$ cat config.mk
export PLATFORM = sky130hd
export DESIGN_NAME = top_pwm
export DESIGN_NICKNAME = d
export VERILOG_FILES = /design/src/rtl/top_pwm.sv
export SDC_FILE = /design/constraint.sdc
export NUM_CORES = 1
export LEC_CHECK = 0
export CORE_MARGIN = 2
export CORE_UTILIZATION = 57
export CTS_CLUSTER_DIAMETER = 40
export DETAILED_ROUTE_END_ITERATION = 12
export DONT_BUFFER_PORTS = 1
export MAX_ROUTING_LAYER = met4
export PLACE_DENSITY = 0.78
export SLEW_MARGIN = 30
export SYNTH_ARGS = -nofsm -noshare
export SYNTH_HDL_FRONTEND = slang
export SYNTH_SLANG_ARGS = --single-unit
$ cat constraint.sdc
create_clock -name clk -period 4.2 [get_ports clk]
set_input_delay 0.84 -clock clk [delete_from_list [all_inputs] [get_ports clk]]
set_output_delay 0.84 -clock clk [all_outputs]
set_load 0.05 [all_outputs]
$ cat src/rtl/top_pwm.sv
// Single-channel PWM generator with start/stop strobes and programmable period/high time.
// Optional macro TOPPWM_SHADOW_RELOAD_EN reloads period/active at each period boundary while running.
module top_pwm #(
  parameter int unsigned WIDTH = 16
) (
  input  logic             clk,
  input  logic             reset,
  input  logic [WIDTH-1:0] period,
  input  logic [WIDTH-1:0] active,
  input  logic             start,
  input  logic             stop,
  output logic             pwmOut
);

  localparam logic [0:0] IDLE = 1'b0;
  localparam logic [0:0] RUN  = 1'b1;

  logic [0:0]       state_q, state_d;
  logic [WIDTH-1:0] cnt_q, cnt_d;
  logic [WIDTH-1:0] period_q, period_d;
  logic [WIDTH-1:0] active_q, active_d;
  logic             start_prev_q, start_prev_d;
  logic             stop_prev_q, stop_prev_d;
  logic             pwm_out_q, pwm_out_d;
  logic             start_rise_c;
  logic             stop_rise_c;

  assign start_rise_c = start & ~start_prev_q;
  assign stop_rise_c  = stop & ~stop_prev_q;

  // Next-state, counter and output decode; output looks at the post-edge state and count.
  always_comb begin
    state_d      = state_q;
    cnt_d        = cnt_q;
    period_d     = period_q;
    active_d     = active_q;
    start_prev_d = start;
    stop_prev_d  = stop;
    pwm_out_d    = 1'b0;

    case (state_q)
      IDLE: begin
        cnt_d = '0;
        if (start_rise_c && !stop_rise_c) begin
          state_d  = RUN;
          period_d = period;
          active_d = active;
        end
      end
      RUN: begin
        if (stop_rise_c) begin
          state_d = IDLE;
          cnt_d   = '0;
        end else if (period_q == '0) begin
          cnt_d = '0;
        end else if (cnt_q >= period_q - WIDTH'(1)) begin
          cnt_d = '0;
`ifdef TOPPWM_SHADOW_RELOAD_EN
          period_d = period;
          active_d = active;
`endif
        end else begin
          cnt_d = cnt_q + WIDTH'(1);
        end
      end
      default: begin
        state_d = IDLE;
        cnt_d   = '0;
      end
    endcase

    pwm_out_d = (state_d == RUN) && (period_d != '0) && (cnt_d < active_d);
  end

  always_ff @(posedge clk or negedge reset) begin
    if (!reset) begin
      state_q      <= IDLE;
      cnt_q        <= '0;
      period_q     <= '0;
      active_q     <= '0;
      start_prev_q <= 1'b0;
      stop_prev_q  <= 1'b0;
      pwm_out_q    <= 1'b0;
    end else begin
      state_q      <= state_d;
      cnt_q        <= cnt_d;
      period_q     <= period_d;
      active_q     <= active_d;
      start_prev_q <= start_prev_d;
      stop_prev_q  <= stop_prev_d;
      pwm_out_q    <= pwm_out_d;
    end
  end

  assign pwmOut = pwm_out_q;

endmodule

### Yosys cells after proc, flatten, opt, wreduce, memory -nomap -nowiden

Cells that the tools add are included.
W data, S select, Z words.

| cells by class | value |
|---|---|
| equality and inequality tests | 0 |
| $add $sub $neg | 2 |
| multipliers | 0 |
| shifts and indexed selects | 0 |
| bitwise gates (word level) | 5 |
| muxes and demuxes | 11 |
| div/mod/pow operators | 0 |
| magnitude comparators | 2 |
| reductions and logical operators | 6 |

Operators with widths:

| operator | count |
|---|---|
| $mux W16 | 7 |
| $pmux W16 S2 | 1 |
| $add A16 B1 Y16 const B | 1 |
| $ge A16 B16 Y1 | 1 |
| $logic_not A16 Y1 | 1 |
| $lt A16 B16 Y1 | 1 |
| $reduce_bool A16 Y1 | 1 |
| $sub A16 B1 Y16 const B | 1 |
| $logic_and A1 B1 Y1 | 3 |
| $not A1 Y1 | 3 |
| $and A1 B1 Y1 | 2 |
| $mux W1 | 2 |
| $pmux W1 S2 | 1 |
| $logic_not A1 Y1 | 1 |

| storage, ports and cells | value |
|---|---|
| register bits | 52 |
| output and inout port bits | 1 |
| input bits | 36 |
| logic and storage cells | 33 |
| latch bits | 0 |
| memories | 0 |
| bits in writable memories | 0 |
| memory bits (read-only) | 0 |

### Longest topological paths before layout

Gate-level depths: netlist of run 1.

| depth | value |
|---|---|
| depth after elaboration | 9 |
| depth in mapped cells | 20 |
| gate-level depth less buffers | 19 |

### Least setup slack after synthesis of run 1

OpenSTA, ideal clock, no wires.

| timing | value |
|---|---|
| path type | reg-to-reg |
| start | register period_q[6] |
| end | register pwm_out_q, in the netlist pwmOut |
| period minus slack after synthesis | 4.405 ns |
| slack | -0.205 ns |
| required time | 4.123 ns |
| library setup time | 0.077 ns |
| arrival time | 4.328 ns |
| buffers on the path | 1 |
| cell stages (with the launch flop) | 20 |
| path through | dfrtp_1 or4_4 or2_4 or3_4 nor3_4 xnor2_1 ha_1 a21o_1 a21o_1 a221oi_1 nand4_1 buf_2 nor2_1 ha_1 and4_1 nand2b_1 a21oi_1 nor4b_1 o211ai_1 a21oi_1 |

| between the ends | value |
|---|---|
| cells in the longest elaborated chain, start to end | 8 |
| elaborated cells between the ends (all ways) | 13 |
| classes of those cells | add/sub: 1; order compare: 2; mux: 6; reduce/logical: 4 |

RTL lines:

| element | line | RTL |
|---|---|---|
| start: declaration | 20 | `logic [WIDTH-1:0] period_q, period_d;` |
| start signal: assignment | 87 | `period_q <= period_d;` |
| $sub A16 B1 Y16 | 56 | `end else if (cnt_q >= period_q - WIDTH'(1)) begin` |
| $ge A16 B16 Y1 | 56 |  |
| $mux W16 | 56 |  |
| $mux W16 (*) | 54 | `end else if (period_q == '0) begin` |
| $mux W16 (*) | 51 | `if (stop_rise_c) begin` |
| $pmux W16 S2 (*) | 41 | `case (state_q)` |
| via cnt_d[10] | 19 | `logic [WIDTH-1:0] cnt_q, cnt_d;` |
| $lt A16 B16 Y1 (*) | 72 | `pwm_out_d = (state_d == RUN) && (period_d != '0) && (cnt_d < active_d);` |
| $logic_and A1 B1 Y1 (*) | 72 |  |
| via pwm_out_d | 24 | `logic pwm_out_q, pwm_out_d;` |
| end signal: assignment | 91 | `pwm_out_q <= pwm_out_d;` |
| end: declaration | 24 |  |

Mark *: on every way through the listed nets, which the timed path passes. The rest lies on a longest branch.

### Worst setup path after layout of run 1

Same ends and word-level chain as after synthesis.

==> summary.txt, run 1 <==
Synth
  – Post-Synthesis Cells: 292
  – FF+latch count, synth: 52
  – Seq/Total Area, Yosys: 42.21%
  – Synth Area per Inst: 10.56 um^2
  – Syn_nets: 361
  – Yosys synthesis warning count: 0
  – Cell variety after synth: 39
  – Post-Synthesis Cell Area: 0.003083 mm^2

Clock tree
  – Htree depth: 2
  – Clock-pin transition on the worst setup and hold timing paths: 0.09 ns
  – TritonCTS clock tree: yes
  – Clock Latency Late Sink: 0.31 ns
  – Root buf cell: clkbuf_8
  – Cts bufs inserted: 5
  – CTS Hold Bufs: 0
  – CTS max path bufs: 2
  – Clock Sink Count: 52

Timing
  – Crit path time final: 4.611 ns
  – RSZ-0062 raised after global routing: yes
  – Worst Clk Skew: 0.006273 ns
  – Final WS setup: -0.4105 ns
  – Tcrit/Tclk final: 109.8%
  – Fmax achieved: 0.2169 GHz
  – Rel. slew slack: 68.35%
  – Max-slew violations: 0
  – Worst-Margin Slew: 0.4751 ns
  – Hold Violations, Final: 0
  – # setup viols final: 1
  – Setup TNS: -0.4105 ns

Worst setup path
  – CP max FO: 6
  – Reg2reg setup slack: -0.41 ns
  – CP Class: register to register
  – Required @ worst endpoint: 4.44 ns
  – Worst path arrival time: 4.85 ns
  – Startpoint types: register
  – Worst setup EP type: register

Placement
  – Port Buffers: 0
  – Routability cong.: 0.7788
  – Hpwl dp: 4643 um
  – Area after DPL: 0.003339 mm^2
  – Placed insts: 381

Floorplanning
  – Initial Util: 59.60%
  – Floorplan row count: 26
  – Die area: 0.006013 mm^2
  – Core area: 0.005172 mm^2
  – Io pins: 37
  – Die H: 77.55 um
  – Chip width: 77.55 um

Detailed routing
  – Max layer used: met4
  – Routed WL: 6955 um
  – Drt initial violations: 161
  – Vias per inst: 5.883
  – Antenna violation net count after detailed routing: 0
  – Via Count: 2318
  – DRC: 0
  – Drt pass-1 iters: 5
  – Detail Route met2 WL: 3500 um
  – Metal3 WL: 268 um
  – Wirelength per Cell: 17.65 um
  – M1 WL: 2968 um

Power and ir drop
  – Worst IR Drop VDD: 250.0 uV
  – LEAKAGE: 1.765 nW
  – Overall power consumption: 0.001416 W
  – Power Density: 378.5 mW/mm^2

Layout
  – Fraction of layout cells with a size suffix above 1: 28.40%
  – Post-Layout Cell Count: 394
  – Area grow syn2layout: 21.39%
  – Ant. Diodes: 0
  – Final nets: 392
  – Final instance area: 0.003742 mm^2
  – Layout Utilization: 72.35%

GRT
  – Gr ovfl total: 0
  – Vias in the first global route: 2291
  – All-Layer GR Usage: 22.72%
  – Initial antenna violation count: 0
  – Largest net degree at the start of global routing: 53
  – First-pass GRT wire length: 10580 um

Run
  – Max-cap violations: 0

Outcome
  – Status: finished with violations
  – Failing checks: setup timing

Hold path
  – Class of the worst hold path: primary input to asynchronous set/reset pin
[path summary, 6_finish.rpt]
check	start	end	cells past startpoint
max in group asynchronous	reset	cnt_q[11]$_DFF_PN0_	0
setup / recovery	period_q[6]$_DFF_PN0_	pwmOut$_DFF_PN0_	22
min in group clk	active_q[11]$_DFF_PN0_	active_q[11]$_DFF_PN0_	2
setup reg to reg	period_q[6]$_DFF_PN0_	pwmOut$_DFF_PN0_	22
hold reg to reg	active_q[11]$_DFF_PN0_	active_q[11]$_DFF_PN0_	2
hold / removal	reset	active_q[13]$_DFF_PN0_	0
[routing by layer]
layer,up-vias,GRT usage [%]
li1,1094,-
met5,-,-
met4,0,9.286
met1,1129,29.65
met2,71,35.13
met3,24,4.302
[registers in the layout, summed over array words and instances, names as in the netlist]
name and flops:
active_q 16, cnt_q 16, period_q 16, pwmOut 1, start_prev_q 1, state_q 1, stop_prev_q 1
[cell type report]
| type | instances | area [um^2] |
|---|---|---|
| clock buffer | 6 | 82.58 |
| tap | 70 | 87.58 |
| fill | 334 | 1430 |
| clock inverter | 2 | 38.79 |
| multi-input combinational | 210 | 1889 |
| inverter | 24 | 90.09 |
| sequential | 52 | 1301 |
| timing repair buffer | 30 | 252.7 |
[cell usage in the layout, fill, tap and decap left out, types with 4 or more instances in the layout]
master | netlist | routed
xor2_1 | 11 | 11
nand2_1 | 9 | 9
nor2_1 | 30 | 14
nand3_1 | 9 | 8
nor3_1 | 5 | 5
xnor2_1 | 17 | 17
ha_1 | 33 | 25
nor2_4 | 0 | 10
and3_1 | 4 | 4
nor4_1 | 7 | 6
a21oi_1 | 11 | 9
mux2_2 | 17 | 17
dfrtp_1 | 52 | 52
nand4_1 | 9 | 9
mux2i_1 | 15 | 15
clkbuf_8 | 0 | 6
inv_1 | 24 | 24
buf_4 | 0 | 26
ha_4 | 0 | 7
a21o_1 | 5 | 5
nor2_2 | 0 | 6
[critical path, cell delays in order, from the launching register on]
cell and delay (ns):
dfrtp_1 0.39, or4_4 0.54, or2_4 0.24, or3_4 0.36, nor3_4 0.19, nand2_1 0.08
xor2_1 0.14, ha_1 0.31, nand4_1 0.17, nor2_2 0.07, buf_4 0.13, a221oi_2 0.22
nand4_1 0.13, buf_6 0.16, buf_12 0.14, nor2_4 0.11, ha_1 0.25, and4_4 0.17
nand2b_4 0.07, a21oi_2 0.04, nor4b_2 0.32, o211ai_1 0.14, a21oi_1 0.14
[cells by family (layout without fill, tap and decap cells)]
kind of cell | after synthesis | after routing | share of synthesized area [%]
and+or+nand+nor | 89 | 89 | 15.87
buffers and inverters | 30 | 62 | 3.693
AOI/OAI and AO/OA | 28 | 28 | 5.804
adders and majority gates | 33 | 33 | 13.39
DFF | 52 | 52 | 42.21
xor gates and xnor gates | 28 | 28 | 7.954
muxes | 32 | 32 | 11.08
[power by group]
group	leakage (nW)	internal, W	switching [W]
Sequential	0.648	0.000579	0.0000591
Combinational	1.06	0.000211	0.000202
Clock	0.0614	0.000195	0.000169
Total	1.76	0.000986	0.000431
[synth_stat cells]
| library cell | instances | share of area (%) |
|---|---|---|
| dfrtp_1 | 52 | 42 |
| ha_1 | 33 | 13 |
| nor2_1 | 30 | 3.7 |
| inv_1 | 24 | 2.9 |
| mux2_2 | 17 | 6.2 |
| xnor2_1 | 17 | 4.8 |
| mux2i_1 | 15 | 4.9 |
| a21oi_1 | 11 | 1.8 |
| xor2_1 | 11 | 3.1 |
| nand2_1 | 9 | 1.1 |
| nand3_1 | 9 | 1.5 |
| nand4_1 | 9 | 1.8 |
| nor4_1 | 7 | 1.4 |
| a21o_1 | 5 | 1.2 |
| clkbuf_1 | 5 | 0.61 |
| nor3_1 | 5 | 0.81 |
| and3_1 | 4 | 0.81 |
| a31oi_1 | 2 | 0.41 |
| and4_1 | 2 | 0.57 |
| nand2b_1 | 2 | 0.41 |
| nand4b_1 | 2 | 0.57 |
| nor2b_1 | 2 | 0.41 |
| o211ai_1 | 2 | 0.49 |
| o21ai_0 | 2 | 0.32 |
| a221oi_1 | 1 | 0.28 |
| buf_2 | 1 | 0.16 |
| nor3_4 | 1 | 0.53 |
| nor4_2 | 1 | 0.41 |
| nor4b_1 | 1 | 0.28 |
| o2111ai_1 | 1 | 0.28 |
| o211a_1 | 1 | 0.32 |
| o21a_1 | 1 | 0.24 |
| o22ai_1 | 1 | 0.20 |
| o31ai_1 | 1 | 0.24 |
| or2_4 | 1 | 0.28 |
| or3_4 | 1 | 0.37 |
| or3b_1 | 1 | 0.28 |
| or4_4 | 1 | 0.37 |
| or4b_1 | 1 | 0.32 |
[per-stage QoR]
stage	worst slack [ns]	hold WS [ns]
6_report	-0.4105	0.2095
5_1_grt	-0.5750	0.1898
4_1_cts	-0.3245	0.1991
3_5_place_dp	-0.4313	0.4855
3_3_place_gp	-0.2792	0.4757
2_1_floorplan	-0.1821	0.4564
[what timing repair did]
action	4_1_cts	5_1_grt
endpoints found under the hold margin	0	0
endpoints found under the setup margin	1	1
resized for setup	8	40
buffers inserted	1	4
pin swaps	2	13
cloned	0	0
No activity file was read; power rests on OpenSTA's default activity.
==> run 2, diff against run 1 <==
- CAP_MARGIN: default -> 40
==> results of run 2 <==
The final DEF is identical to that of run 1; final timing and power are the same.
==> run 3, diff against run 2 <==
- CORE_UTILIZATION: 57 -> 60
- PLACE_DENSITY: 0.78 -> 0.79
- clock period: 4.2 -> 5.44 ns (I/O delays scaled with it)
==> run 3 against run 2 <==
  * The run now ends clean
  * Critical path depth decreased by 2
  * Design area decreased by 12%
  * Maximum frequency decreased by 2.3%
  * Highest routed layer unchanged
  * Sequential power decreased by 22%
  * Register-to-register slack improved by 1.1 ns
  * Non-clock buffer count decreased by 27
==> summary.txt, run 3 (synthesis results as in run 1) <==
Outcome
  – Status: finished, final reports clean

Detailed routing
  – Antenna violation net count after detailed routing: 0 (unchanged)
  – Wirelength per Cell: 15.33 um (-13%)
  – Routed WL: 5627 um (-19%)
  – Drt pass-1 iters: 4 (-1)
  – Via Count: 2054 (-11%)
  – Vias per inst: 5.597 (-4.9%)
  – Drt initial violations: 84 (-48%)
  – DRC: 0 (unchanged)

Run
  – Max-cap violations: 0 (unchanged)

Power and ir drop
  – Worst IR Drop VDD: 170.7 uV (-32%)
  – Clk pwr share: 28.4% (+2.7 points)
  – Power Density: 307.6 mW/mm^2 (-19%)
  – Switching power: 0.0002908 W (-32%)
  – Internal cell power: 0.0007230 W (-27%)
  – LEAKAGE: 1.620 nW (-8.2%)
  – Sequential share of power: 49.3% (+4.2 points)
  – Comb pwr share: 22.3% (-6.9 points)
  – Sw Ratio: 28.69% (-1.7 points)

Worst setup path
  – Required @ worst endpoint: 5.67 ns (+1.23 ns)
  – CP Class: register to register
  – Startpoint types: register
  – CP max FO: 17 (+11)
  – Worst path arrival time: 4.95 ns (+0.10 ns)
  – Worst setup EP type: register

Timing
  – Hold Violations, Final: 0 (unchanged)
  – RSZ-0062 raised after global routing: no
  – Tcrit/Tclk final: 86.77% (-23 points)
  – Worst-Margin Slew: 0.4898 ns (+0.01461 ns)
  – # setup viols final: 0 (-1)
  – Fmax achieved: 0.2119 GHz (-2.3%)
  – Worst Clk Skew: 0.007600 ns (+0.001327 ns)
  – Rel. slew slack: 67.37% (-0.97 points)
  – Crit path time final: 4.720 ns (+0.1095 ns)
  – Setup TNS: 0 ns (+0.4105 ns)
  – Max-slew violations: 0 (unchanged)

GRT
  – Met1 Track Usage GR: 29.56% (-0.092 points)
  – Largest net degree at the start of global routing: 53 (unchanged)
  – First-pass GRT wire length: 9128 um (-14%)
  – M3 GR Usage: 3.968% (-0.33 points)
  – Global-route met2 utilization: 33.04% (-2.1 points)
  – GR peak layer: met2
  – All-Layer GR Usage: 22.00% (-0.72 points)
  – Vias in the first global route: 1939 (-15%)
  – Gr ovfl total: 0 (unchanged)
  – Initial antenna violation count: 0 (unchanged)

Placement
  – Routability cong.: 0.8289 (+6.4%)
  – Hpwl dp: 4280 um (-7.8%)
  – Port Buffers: 0 (unchanged)

Clock tree
  – Post-CTS Setup Bufs: 0 (-1)
  – Clock-pin transition on the worst setup and hold timing paths: 0.10 ns (about the same)
  – CTS Hold Bufs: 0 (unchanged)
  – TritonCTS clock tree: yes
  – Root buf cell: clkbuf_8
  – Htree depth: 2 (unchanged)
  – CTS max path bufs: 2 (unchanged)
  – Clock Latency Late Sink: 0.31 ns (about the same)
  – Post-cts sizing count: 0 (-8)
  – Clock Sink Count: 52 (unchanged)
  – Cts bufs inserted: 5 (unchanged)

Layout
  – Biggest regs: active_q (16), cnt_q (16), period_q (16)
  – Ant. Diodes: 0 (unchanged)
  – Area grow syn2layout: 6.899%
  – Final nets: 365 (-6.9%)
  – Layout Utilization: 65.36% (-7.0 points)
  – Most frequent cells in the layout: dfrtp_1, ha_1, nor2_1
  – Fraction of layout cells with a size suffix above 1: 11.11% (-17 points)
  – Fillers: 390 (+17%)
  – Most common cell after layout, fill and taps aside: dfrtp_1

Hold path
  – Class of the worst hold path: primary input to asynchronous set/reset pin

Floorplanning
  – Die area: 0.005727 mm^2 (-4.8%)
  – Core area: 0.005042 mm^2 (-2.5%)
  – Initial Util: 61.14% (+1.5 points)
  – Io pins: 37 (unchanged)
  – Floorplan row count: 26 (unchanged)
  – Chip width: 75.68 um (-2.4%)
  – Die H: 75.68 um (-2.4%)
## run 3: path summary, 6_finish.rpt
kind / from / endpoint / slack [ns] / cells after the start
hold / removal: reset / active_q[5]$_DFF_PN0_ / 0.46 / 0
hold reg to reg: active_q[14]$_DFF_PN0_ / active_q[14]$_DFF_PN0_ / 0.50 / 2
min in group clk: active_q[14]$_DFF_PN0_ / active_q[14]$_DFF_PN0_ / 0.50 / 2
max in group asynchronous: reset / period_q[10]$_DFF_PN0_ / 4.88 / 0
setup / recovery: period_q[6]$_DFF_PN0_ / pwmOut$_DFF_PN0_ / 0.72 / 20
setup reg to reg: period_q[6]$_DFF_PN0_ / pwmOut$_DFF_PN0_ / 0.72 / 20
## run 3: through the flow
step	setup WS (ns)	hold slack [ns]	area (um^2)	total power [W]	std cells
after global placement	1.012	0.4760	3169	0.0007226	359
after global routing	0.4570	0.4396	3296	0.001079	367
after detailed placement	0.7703	0.4831	3169	0.0007336	359
after floorplan	1.035	0.4564	3083	0.0006802	292
after CTS	0.7335	0.4548	3296	0.001026	367
final	0.7199	0.4649	3296	0.001014	367
## run 3: area by class of cell
| class | count | area, um^2 | share of cell area (%) |
|---|---|---|---|
| tap | 70 | 87.58 | 2.658 |
| clock buffer | 7 | 96.34 | 2.923 |
| inverter | 24 | 90.09 | 2.733 |
| sequential | 52 | 1301 | 39.48 |
| timing repair buffer | 3 | 22.52 | 0.6834 |
| clock inverter | 1 | 30.03 | 0.9112 |
| multi-input combinational | 210 | 1668 | 50.61 |
## run 3: worst max-delay path, stage by stage (launching register included)
cell and delay, ns:
dfrtp_1 0.43, or4_4 0.56, or2_4 0.25, or3_4 0.36, nor3_4 0.15, nand2_1 0.11
xor2_1 0.15, ha_1 0.29, nand4_1 0.14, nor4_1 0.31, o31ai_1 0.12, nand4_1 0.11
buf_4 0.22, nor2_1 0.09, ha_1 0.32, and4_1 0.22, nand2b_1 0.09, a21oi_1 0.06
nor4b_1 0.33, o211ai_1 0.16, a21oi_1 0.15
## run 3: power groups by stage
stage               Combinational, W  Sequential [W]  Clock, W
floorplan                   0.000186        0.000495         0
global placement            0.000218        0.000505         0
detailed placement          0.000225        0.000508         0
CTS                         0.000229        0.000501  0.000296
global route                0.000259        0.000509  0.000311
finish                      0.000226        0.000500  0.000288
## run 3: layer usage
layer	wire, um	vias to the layer above	part of all wire, %
met3	165	9	2.9
met4	75	0	1.3
met5	0	-	0
met1	2594	978	46
li1	-	1036	-
met2	2792	31	50
